**src/rtl/atu_rw_arbiter_pkg.sv**
```systemverilog
// Shared frontend types and default tuning for the ATU read/write arbiter.
// Watermarks, starvation bound and drain-burst length live here so all users agree.
package atu_rw_arbiter_pkg;

   typedef enum logic {
      RD_MODE  = 1'b0,
      WR_DRAIN = 1'b1
   } arb_mode_e;

   localparam int DEF_AXI_ADDRWIDTH = 32;
   localparam int DEF_WQ_DEPTH      = 16;
   localparam int DEF_WR_HIGH_WM    = 12;
   localparam int DEF_WR_LOW_WM     = 4;
   localparam int DEF_STARVE_LIMIT  = 64;
   localparam int DEF_MAX_WR_BURST  = 8;

endpackage

```
**src/rtl/atu_rw_arbiter_sat_counter.sv**
```systemverilog
// Saturating up-counter with synchronous clear; clear wins over increment.
// Value is registered and updates one cycle after clr/inc; holds at LIMIT.
module sat_counter #(
   parameter int WIDTH = 4,
   parameter int LIMIT = 8
) (
   input  logic             clk,
   input  logic             rst,
   input  logic             clr,
   input  logic             inc,
   output logic [WIDTH-1:0] cnt
);

   logic at_limit;

   assign at_limit = (cnt == WIDTH'(LIMIT));

   always_ff @(posedge clk) begin
      if (rst) begin
         cnt <= '0;
      end else if (clr) begin
         cnt <= '0;
      end else if (inc && !at_limit) begin
         cnt <= cnt + WIDTH'(1);
      end
   end

endmodule

```
**src/rtl/atu_rw_arbiter.sv**
```systemverilog
// Shares the single ATU between the AXI read and write queues using watermark-driven modes.
// Selection and pops are zero-latency (combinational on atuAccept); mode/counters change at the edge.
module atu_rw_arbiter
   import atu_rw_arbiter_pkg::*;
#(
   parameter int AXI_ADDRWIDTH = DEF_AXI_ADDRWIDTH,
   parameter int WQ_DEPTH      = DEF_WQ_DEPTH,
   parameter int WQ_CNT_BIT    = $clog2(WQ_DEPTH + 1),
   parameter int WR_HIGH_WM    = DEF_WR_HIGH_WM,
   parameter int WR_LOW_WM     = DEF_WR_LOW_WM,
   parameter int STARVE_LIMIT  = DEF_STARVE_LIMIT,
   parameter int STARVE_BIT    = $clog2(STARVE_LIMIT + 1),
   parameter int MAX_WR_BURST  = DEF_MAX_WR_BURST
) (
   input  logic                     clk,
   input  logic                     rst,
   input  logic                     rdReqValid,
   input  logic [AXI_ADDRWIDTH-1:0] rdReqAddr,
   output logic                     rdReqPop,
   input  logic                     wrReqValid,
   input  logic [AXI_ADDRWIDTH-1:0] wrReqAddr,
   output logic                     wrReqPop,
   input  logic [WQ_CNT_BIT-1:0]    wrQueueCount,
   output logic                     atuReadValid,
   output logic [AXI_ADDRWIDTH-1:0] atuReadAddr,
   output logic                     atuWriteValid,
   output logic [AXI_ADDRWIDTH-1:0] atuWriteAddr,
   input  logic                     atuAccept,
   output logic                     wrDrainMode,
   output logic                     starveForce
);

   localparam int BURST_BIT = $clog2(MAX_WR_BURST + 1);

   if (WR_LOW_WM >= WR_HIGH_WM) begin : g_wm_order_check
      $error("atu_rw_arbiter: WR_LOW_WM must be below WR_HIGH_WM");
   end

   arb_mode_e              mode;
   arb_mode_e              mode_nxt;
   logic                   sel_rd;
   logic                   sel_wr;
   logic                   starve_cond;
   logic                   starve_hit;
   logic                   starve_force;
   logic                   enter_drain;
   logic                   wm_high;
   logic                   wm_low;
   logic                   burst_done;
   logic                   in_drain;
   logic [STARVE_BIT-1:0]  starve_cnt;
   logic [BURST_BIT-1:0]   burst_cnt;

   assign in_drain = (mode == WR_DRAIN);

   // Preferred side follows the registered mode; the other side fills idle slots.
   always_comb begin
      sel_rd = 1'b0;
      sel_wr = 1'b0;
      if (!rst) begin
         if (in_drain) begin
            sel_wr = wrReqValid;
            sel_rd = rdReqValid && !wrReqValid;
         end else begin
            sel_rd = rdReqValid;
            sel_wr = wrReqValid && !rdReqValid;
         end
      end
   end

   assign atuReadValid  = sel_rd;
   assign atuWriteValid = sel_wr;
   assign atuReadAddr   = rdReqAddr;
   assign atuWriteAddr  = wrReqAddr;
   assign rdReqPop      = sel_rd && atuAccept;
   assign wrReqPop      = sel_wr && atuAccept;

   assign wm_high     = (wrQueueCount >= WQ_CNT_BIT'(WR_HIGH_WM));
   assign wm_low      = (wrQueueCount <= WQ_CNT_BIT'(WR_LOW_WM));
   assign starve_cond = !in_drain && wrReqValid && !wrReqPop;
   assign starve_hit  = starve_cond && (starve_cnt == STARVE_BIT'(STARVE_LIMIT - 1));
   assign burst_done  = (burst_cnt == BURST_BIT'(MAX_WR_BURST));

   always_comb begin
      mode_nxt     = mode;
      enter_drain  = 1'b0;
      starve_force = 1'b0;
      case (mode)
         RD_MODE: begin
            if (wm_high || starve_hit) begin
               mode_nxt     = WR_DRAIN;
               enter_drain  = 1'b1;
               starve_force = starve_hit;
            end
         end
         WR_DRAIN: begin
            // A full queue never satisfies the burst-yield term because it is above the high mark.
            if (!wrReqValid || wm_low || (burst_done && rdReqValid && !wm_high)) begin
               mode_nxt = RD_MODE;
            end
         end
      endcase
   end

   assign starveForce = starve_force && !rst;

   always_ff @(posedge clk) begin
      if (rst) begin
         mode <= RD_MODE;
      end else begin
         mode <= mode_nxt;
      end
   end

   assign wrDrainMode = in_drain;

   sat_counter #(
      .WIDTH (STARVE_BIT),
      .LIMIT (STARVE_LIMIT)
   ) u_starve_cnt (
      .clk (clk),
      .rst (rst),
      .clr (wrReqPop || in_drain),
      .inc (starve_cond),
      .cnt (starve_cnt)
   );

   sat_counter #(
      .WIDTH (BURST_BIT),
      .LIMIT (MAX_WR_BURST)
   ) u_burst_cnt (
      .clk (clk),
      .rst (rst),
      .clr (enter_drain),
      .inc (wrReqPop && in_drain),
      .cnt (burst_cnt)
   );

endmodule

```
**config.mk**
```make
export PLATFORM = sky130hd
export DESIGN_NAME = atu_rw_arbiter
export DESIGN_NICKNAME = d
export VERILOG_FILES = /design/src/rtl/atu_rw_arbiter_pkg.sv /design/src/rtl/atu_rw_arbiter_sat_counter.sv /design/src/rtl/atu_rw_arbiter.sv
export SDC_FILE = /design/constraint.sdc
export NUM_CORES = 1
export LEC_CHECK = 0
export BUFFER_PORTS_ARGS = -buffer_cell sky130_fd_sc_hd__buf_2
export CAP_MARGIN = 20
export CORE_ASPECT_RATIO = 1.4
export CORE_MARGIN = 2
export CORE_UTILIZATION = 33
export CTS_CLUSTER_DIAMETER = 60
export CTS_CLUSTER_SIZE = 20
export DETAILED_ROUTE_END_ITERATION = 8
export PLACE_DENSITY = 0.84
export SYNTH_ARGS = -nofsm -noshare
export SYNTH_HDL_FRONTEND = slang
export SYNTH_SLANG_ARGS = --single-unit
```
**constraint.sdc**
```tcl
create_clock -name clk -period 2.3 [get_ports clk]
set_input_delay 0.23 -clock clk [delete_from_list [all_inputs] [get_ports clk]]
set_output_delay 0.23 -clock clk [all_outputs]
set_load 0.005 [all_outputs]
```
# After elaboration in Yosys (flattened, before gate mapping)
# Index checks and enable logic that the tools add are counted.
# classes
addsub	2
order_cmp	2
n_eq_ne	3
n_mux	10
bitwise_logic	1
n_reduce_logical	27
# op_table
operator	count
1-bit logical AND	13
1-bit 2-to-1 mux	9
1-bit logical NOT	8
7-bit by 1-bit adder with 7-bit output, second input constant	1
7-bit by 6-bit equality test with 1-bit output, second input constant	1
7-bit equality test, second input constant	1
5-bit by 4-bit >= comparator with 1-bit output, second input constant	1
5-bit by 3-bit <= comparator with 1-bit output, second input constant	1
4-bit by 1-bit adder with 4-bit output, second input constant	1
4-bit equality test, second input constant	1
1-bit logical OR	4
2-bit OR reduction	2
1-bit one-hot mux with 2 select lines	1
1-bit inverter	1
# totals
ff_bits	12
in_bits	74
out_inout_bits	70
wordCells	48

# Logic depth before layout (Yosys ltp)
# depth
word_depth	12
depth_mapped	7
ltp_nobuf	6

# Cells and area by module
# From an unflattened synthesis, not the netlist that was laid out.
# hier_totals
cells_unflattened	154
area_unflattened_um2	1239.9
# modules_own_cells
module	n_inst	cells_each	area_each_um2	seq_area_each_um2
atu_rw_arbiter	1	88	665.6	20.0
sat_counter (u_starve_cnt)	1	42	347.8	140.1
sat_counter (u_burst_cnt)	1	24	226.5	80.1

# Worst setup path before layout
# OpenSTA, ideal clock, no wires.
# synth_path
kind	register to register
startpoint	register u_starve_cnt.cnt[0]
endpoint	register u_starve_cnt.cnt[5]
arrival_time_ns	1.708
setup_slack_ns	0.522
path_stages_with_launch	8
n_path_buf	1
period_less_slack_ns	1.778
path_cell_list	dfxtp_1 > inv_1 > ha_1 > and2_1 > a211o_1 > buf_6 > or4_1 > a21oi_1
# synth_via
elab_chain_len	3
elab_cells_between_ends	4
cone_classes	1 x add/sub; 1 x eq/ne; 2 x reduce/logical
# synth_rtl
item	line_no	rtl
start: declaration	atu_rw_arbiter_sat_counter.sv:11	output logic [WIDTH-1:0] cnt
start signal: assignment	atu_rw_arbiter_sat_counter.sv:24	cnt <= cnt + WIDTH'(1);
parallel branches: the longest is 3 deep, another holds 7-bit by 1-bit adder with 7-bit output	--	
# Several ways; the timed one is not identified.
# A chain may end at the register's enable or synchronous reset.

# Final worst setup path
# layout_path
startpoint	register u_starve_cnt.cnt[1]
endpoint	output port starveForce
# layout_via
elab_chain_len	6
# layout_rtl
item	line_no	rtl
7-bit by 6-bit equality test with 1-bit output (*)	atu_rw_arbiter.sv:81	assign starve_hit = starve_cond && (starve_cnt == STARVE_BIT'(STARVE_LIMIT - 1));
1-bit logical AND (*)	atu_rw_arbiter.sv:81	
1-bit logical OR	atu_rw_arbiter.sv:90	if (wm_high || starve_hit) begin
1-bit 2-to-1 mux (*)	atu_rw_arbiter.sv:90	
1-bit 2-to-1 mux (*)	atu_rw_arbiter.sv:88	case (mode)
1-bit logical AND (*)	atu_rw_arbiter.sv:105	assign starveForce = starve_force && !rst;
end: declaration	atu_rw_arbiter.sv:30	output logic starveForce
# Mark *: on every way between the ends. The rest lies on a longest branch, timed or not.

==> impl_metrics.sql <==
INSERT INTO impl_metrics (metric_group, metric, value, unit) VALUES
('status', 'status', 'finished clean', ''),
('logic_synthesis', 'synth-seq-cells', '12', ''),
('power_and_ir_drop', 'post-layout-total-power', '0.463', 'mW'),
('logic_synthesis', 'ys_types', '31', ''),
('clock_network', 'gates_resized_cts_repair', '0', ''),
('logic_synthesis', 'synth_cells', '147', ''),
('route', 'drt_drc_violations_left', '0', ''),
('worst_setup_path', 'worstPathMaxFanout', '4', ''),
('timing', 'rsz0062_at_grt', 'no', ''),
('logic_synthesis', 'post-synth-top-count-cell', 'sky130_fd_sc_hd__buf_4', ''),
('logic_synthesis', 'yosysTopAreaCell', 'sky130_fd_sc_hd__buf_4', ''),
('clock_network', 'clock_insertion_delay_worst_skew', '0.24', 'ns'),
('floorplan', 'die_height', '74.7', 'um'),
('timing', 'final.setup.tns', '0', 'ns'),
('route', 'post_drt_wl_per_cell', '12.6', 'um'),
('logic_synthesis', 'synth_largest_type_area_fraction', '40.8', '%'),
('floorplan', 'fp.dieArea', '4070', 'um^2'),
('grt', 'grt_antenna_before_repair', '0', ''),
('worst_setup_path', 'timing.setup.critical_path_class', 'flop to primary output', ''),
('logic_synthesis', 'synth_flop_cell', 'sky130_fd_sc_hd__dfxtp_1', ''),
('grt', 'grt_overflow_total', '0', ''),
('logic_synthesis', 'synth-edff-count', '0', ''),
('timing', 'drv_slew', '0', ''),
('clock_network', 'cts_sinks', '12', ''),
('place', 'gp_congestion', '0.782', ''),
('timing', 'hold_violations', '0', ''),
('route', 'vias', '708', ''),
('timing', 'final_setup_violations', '0', ''),
('job', 'timing.max_cap.violations', '0', ''),
('route', 'detail_route.first_pass.iterations', '6', ''),
('floorplan', 'chipWidth', '54.5', 'um'),
('floorplan', 'initial_utilization', '34.5', '%'),
('clock_network', 'tritoncts_buffers', '3', ''),
('power_and_ir_drop', 'p_sw', '0.110', 'mW'),
('power_and_ir_drop', 'power.share.clock', '41.3', '%'),
('clock_network', 'post-cts-setup-buffers', '0', ''),
('grt', 'wire_length_of_the_first_global_routing_pass', '2700', 'um'),
('timing', 'fin_worst_skew', '0.00754', 'ns'),
('route', 'totalWireLength', '1760', 'um'),
('finish', 'multi_input_area', '427', 'um^2'),
('logic_synthesis', 'asyncSetResetFlopFracSynth', '0', '%'),
('logic_synthesis', 'part_of_the_yosys_area_used_for_sequential_elements', '20.4', '%'),
('logic_synthesis', 'mappedNetlistArea', '1180', 'um^2'),
('worst_setup_path', 'wp_data_required', '2.07', 'ns'),
('clock_network', 'cts-htree-levels', '1', ''),
('power_and_ir_drop', 'power.combinational.fraction', '11.9', '%'),
('logic_synthesis', 'synthTopCellsByCount', 'sky130_fd_sc_hd__buf_4, sky130_fd_sc_hd__dfxtp_1, sky130_fd_sc_hd__a21oi_1, sky130_fd_sc_hd__nor2_1, sky130_fd_sc_hd__nand2_1', ''),
('finish', 'synthToLayoutAreaGrowth', '-27.6', '%'),
('power_and_ir_drop', 'power.sequential.fraction', '46.8', '%'),
('grt', 'gr-usage-all-layers', '9.28', '%'),
('timing', 'timing.max_slew.rel_slack', '73.8', '%'),
('logic_synthesis', 'ys_warnings', '0', ''),
('grt', 'first_global_vias', '659', ''),
('place', 'dp_hpwl', '1340', 'um'),
('clock_network', 'ctsLongestPathBuffers', '2', ''),
('logic_synthesis', 'postSynthAreaPerCell', '8.01', 'um^2'),
('grt', 'grtUsageMet1', '7.47', '%'),
('logic_synthesis', 'synth.top_cells.by_area', 'sky130_fd_sc_hd__buf_4, sky130_fd_sc_hd__dfxtp_1, sky130_fd_sc_hd__ha_1, sky130_fd_sc_hd__a21oi_1, sky130_fd_sc_hd__nor2_1', ''),
('clock_network', 'clk_pin_slew', '0.05', 'ns'),
('finish', 'fraction_of_layout_cells_with_a_size_suffix_above_1', '20.0', '%'),
('route', 'drt-initial-drc-count', '7', ''),
('power_and_ir_drop', 'power_internal', '0.353', 'mW'),
('clock_network', 'hold_buffers', '0', ''),
('route', 'antenna_violating_nets_post_route', '0', ''),
('finish', 'fillCellCount', '374', ''),
('finish', 'sequential_cell_area', '240', 'um^2'),
('timing', 'worst_pin_slew', '0.392', 'ns'),
('place', 'place.port_buffers', '15', ''),
('finish', 'design.final.nets', '180', ''),
('timing', 'min_period', '2.00', 'ns'),
('timing', 'final.period_utilization', '87.0', '%');
## area by class of cell
cell class / count / share of cell area (%)
Clock buffer: 3 / 4.85
Inverter: 5 / 2.20
Multi-Input combinational cell: 65 / 50.1
Sequential cell: 12 / 28.2
Tap cell: 40 / 5.87
Timing Repair Buffer: 15 / 8.81
## state kept, by name (all words and copies together), names as in the netlist
| register | cells |
|---|---|
| u_burst_cnt.cnt | 4 |
| u_starve_cnt.cnt | 7 |
| wrDrainMode | 1 |
## stage by stage
stage / util, % / cells / setup slack (ns) / area (um^2)
global placement: 23.8 / 137 / 0.508 / 811
global route: 25.0 / 140 / 0.192 / 852
detailed placement: 23.8 / 137 / 0.435 / 811
floorplan: - / 147 / 0.522 / 1180
CTS: 25.0 / 140 / 0.292 / 852
finish: 25.0 / 140 / 0.299 / 852
## per-layer routing
metal	wire, um	part of all wire (%)
met5	0	0
met3	195	11
met2	754	43
met1	597	34
met4	214	12
## power groups by stage
stage / Sequential, mW / Clock (mW) / Combinational [mW]
global placement: 0.221 / 0 / 0.0542
floorplan: 0.220 / 0 / 0.126
CTS: 0.217 / 0.198 / 0.0558
global route: 0.217 / 0.209 / 0.0637
detailed placement: 0.221 / 0 / 0.0557
finish: 0.217 / 0.191 / 0.0553
## worst paths after layout
check                                          from                   to  slack (ns)  depth (start not counted)
worst min-delay path                            rst          wrDrainMode        0.21                          2
worst min register to register  u_starve_cnt.cnt[6]  u_starve_cnt.cnt[6]        0.48                          2
worst max register to register  u_starve_cnt.cnt[0]  u_starve_cnt.cnt[5]        0.43                          6
worst max-delay path            u_starve_cnt.cnt[1]          starveForce        0.30                          5
## critical path: stages (launching register included)
cell	delay (ns)
sky130_fd_sc_hd__dfxtp_1	0.37
sky130_fd_sc_hd__ha_1	0.20
sky130_fd_sc_hd__nand3_1	0.14
sky130_fd_sc_hd__or4_1	0.57
sky130_fd_sc_hd__nor2_1	0.13
sky130_fd_sc_hd__buf_2	0.12
## cell families after synthesis
family / count (synthesis) / synth area share (%)
AO/OA/AOI/OAI: 17 / 8.82
AND/OR/NAND/NOR: 38 / 18.5
adder cells (fa/ha/maj): 4 / 4.25
flip-flops: 12 / 20.4
XOR/XNOR: 4 / 2.98
buffers and inverters: 70 / 43.4
multiplexers: 2 / 1.70
## layout by cell type (no fill, tap or decap), drive strengths merged, types with 2 or more instances in the layout
| cell | n |
|---|---|
| nand2 | 6 |
| a211o | 2 |
| nand2b | 3 |
| nor2 | 8 |
| and2 | 3 |
| mux2i | 2 |
| xnor2 | 3 |
| buf | 15 |
| or3 | 2 |
| inv | 5 |
| o21ai | 3 |
| nand3 | 4 |
| clkbuf | 3 |
| a21oi | 8 |
| or4 | 3 |
| and3 | 2 |
| dfxtp | 12 |
| ha | 4 |
Power figures use the tool's default switching activity.
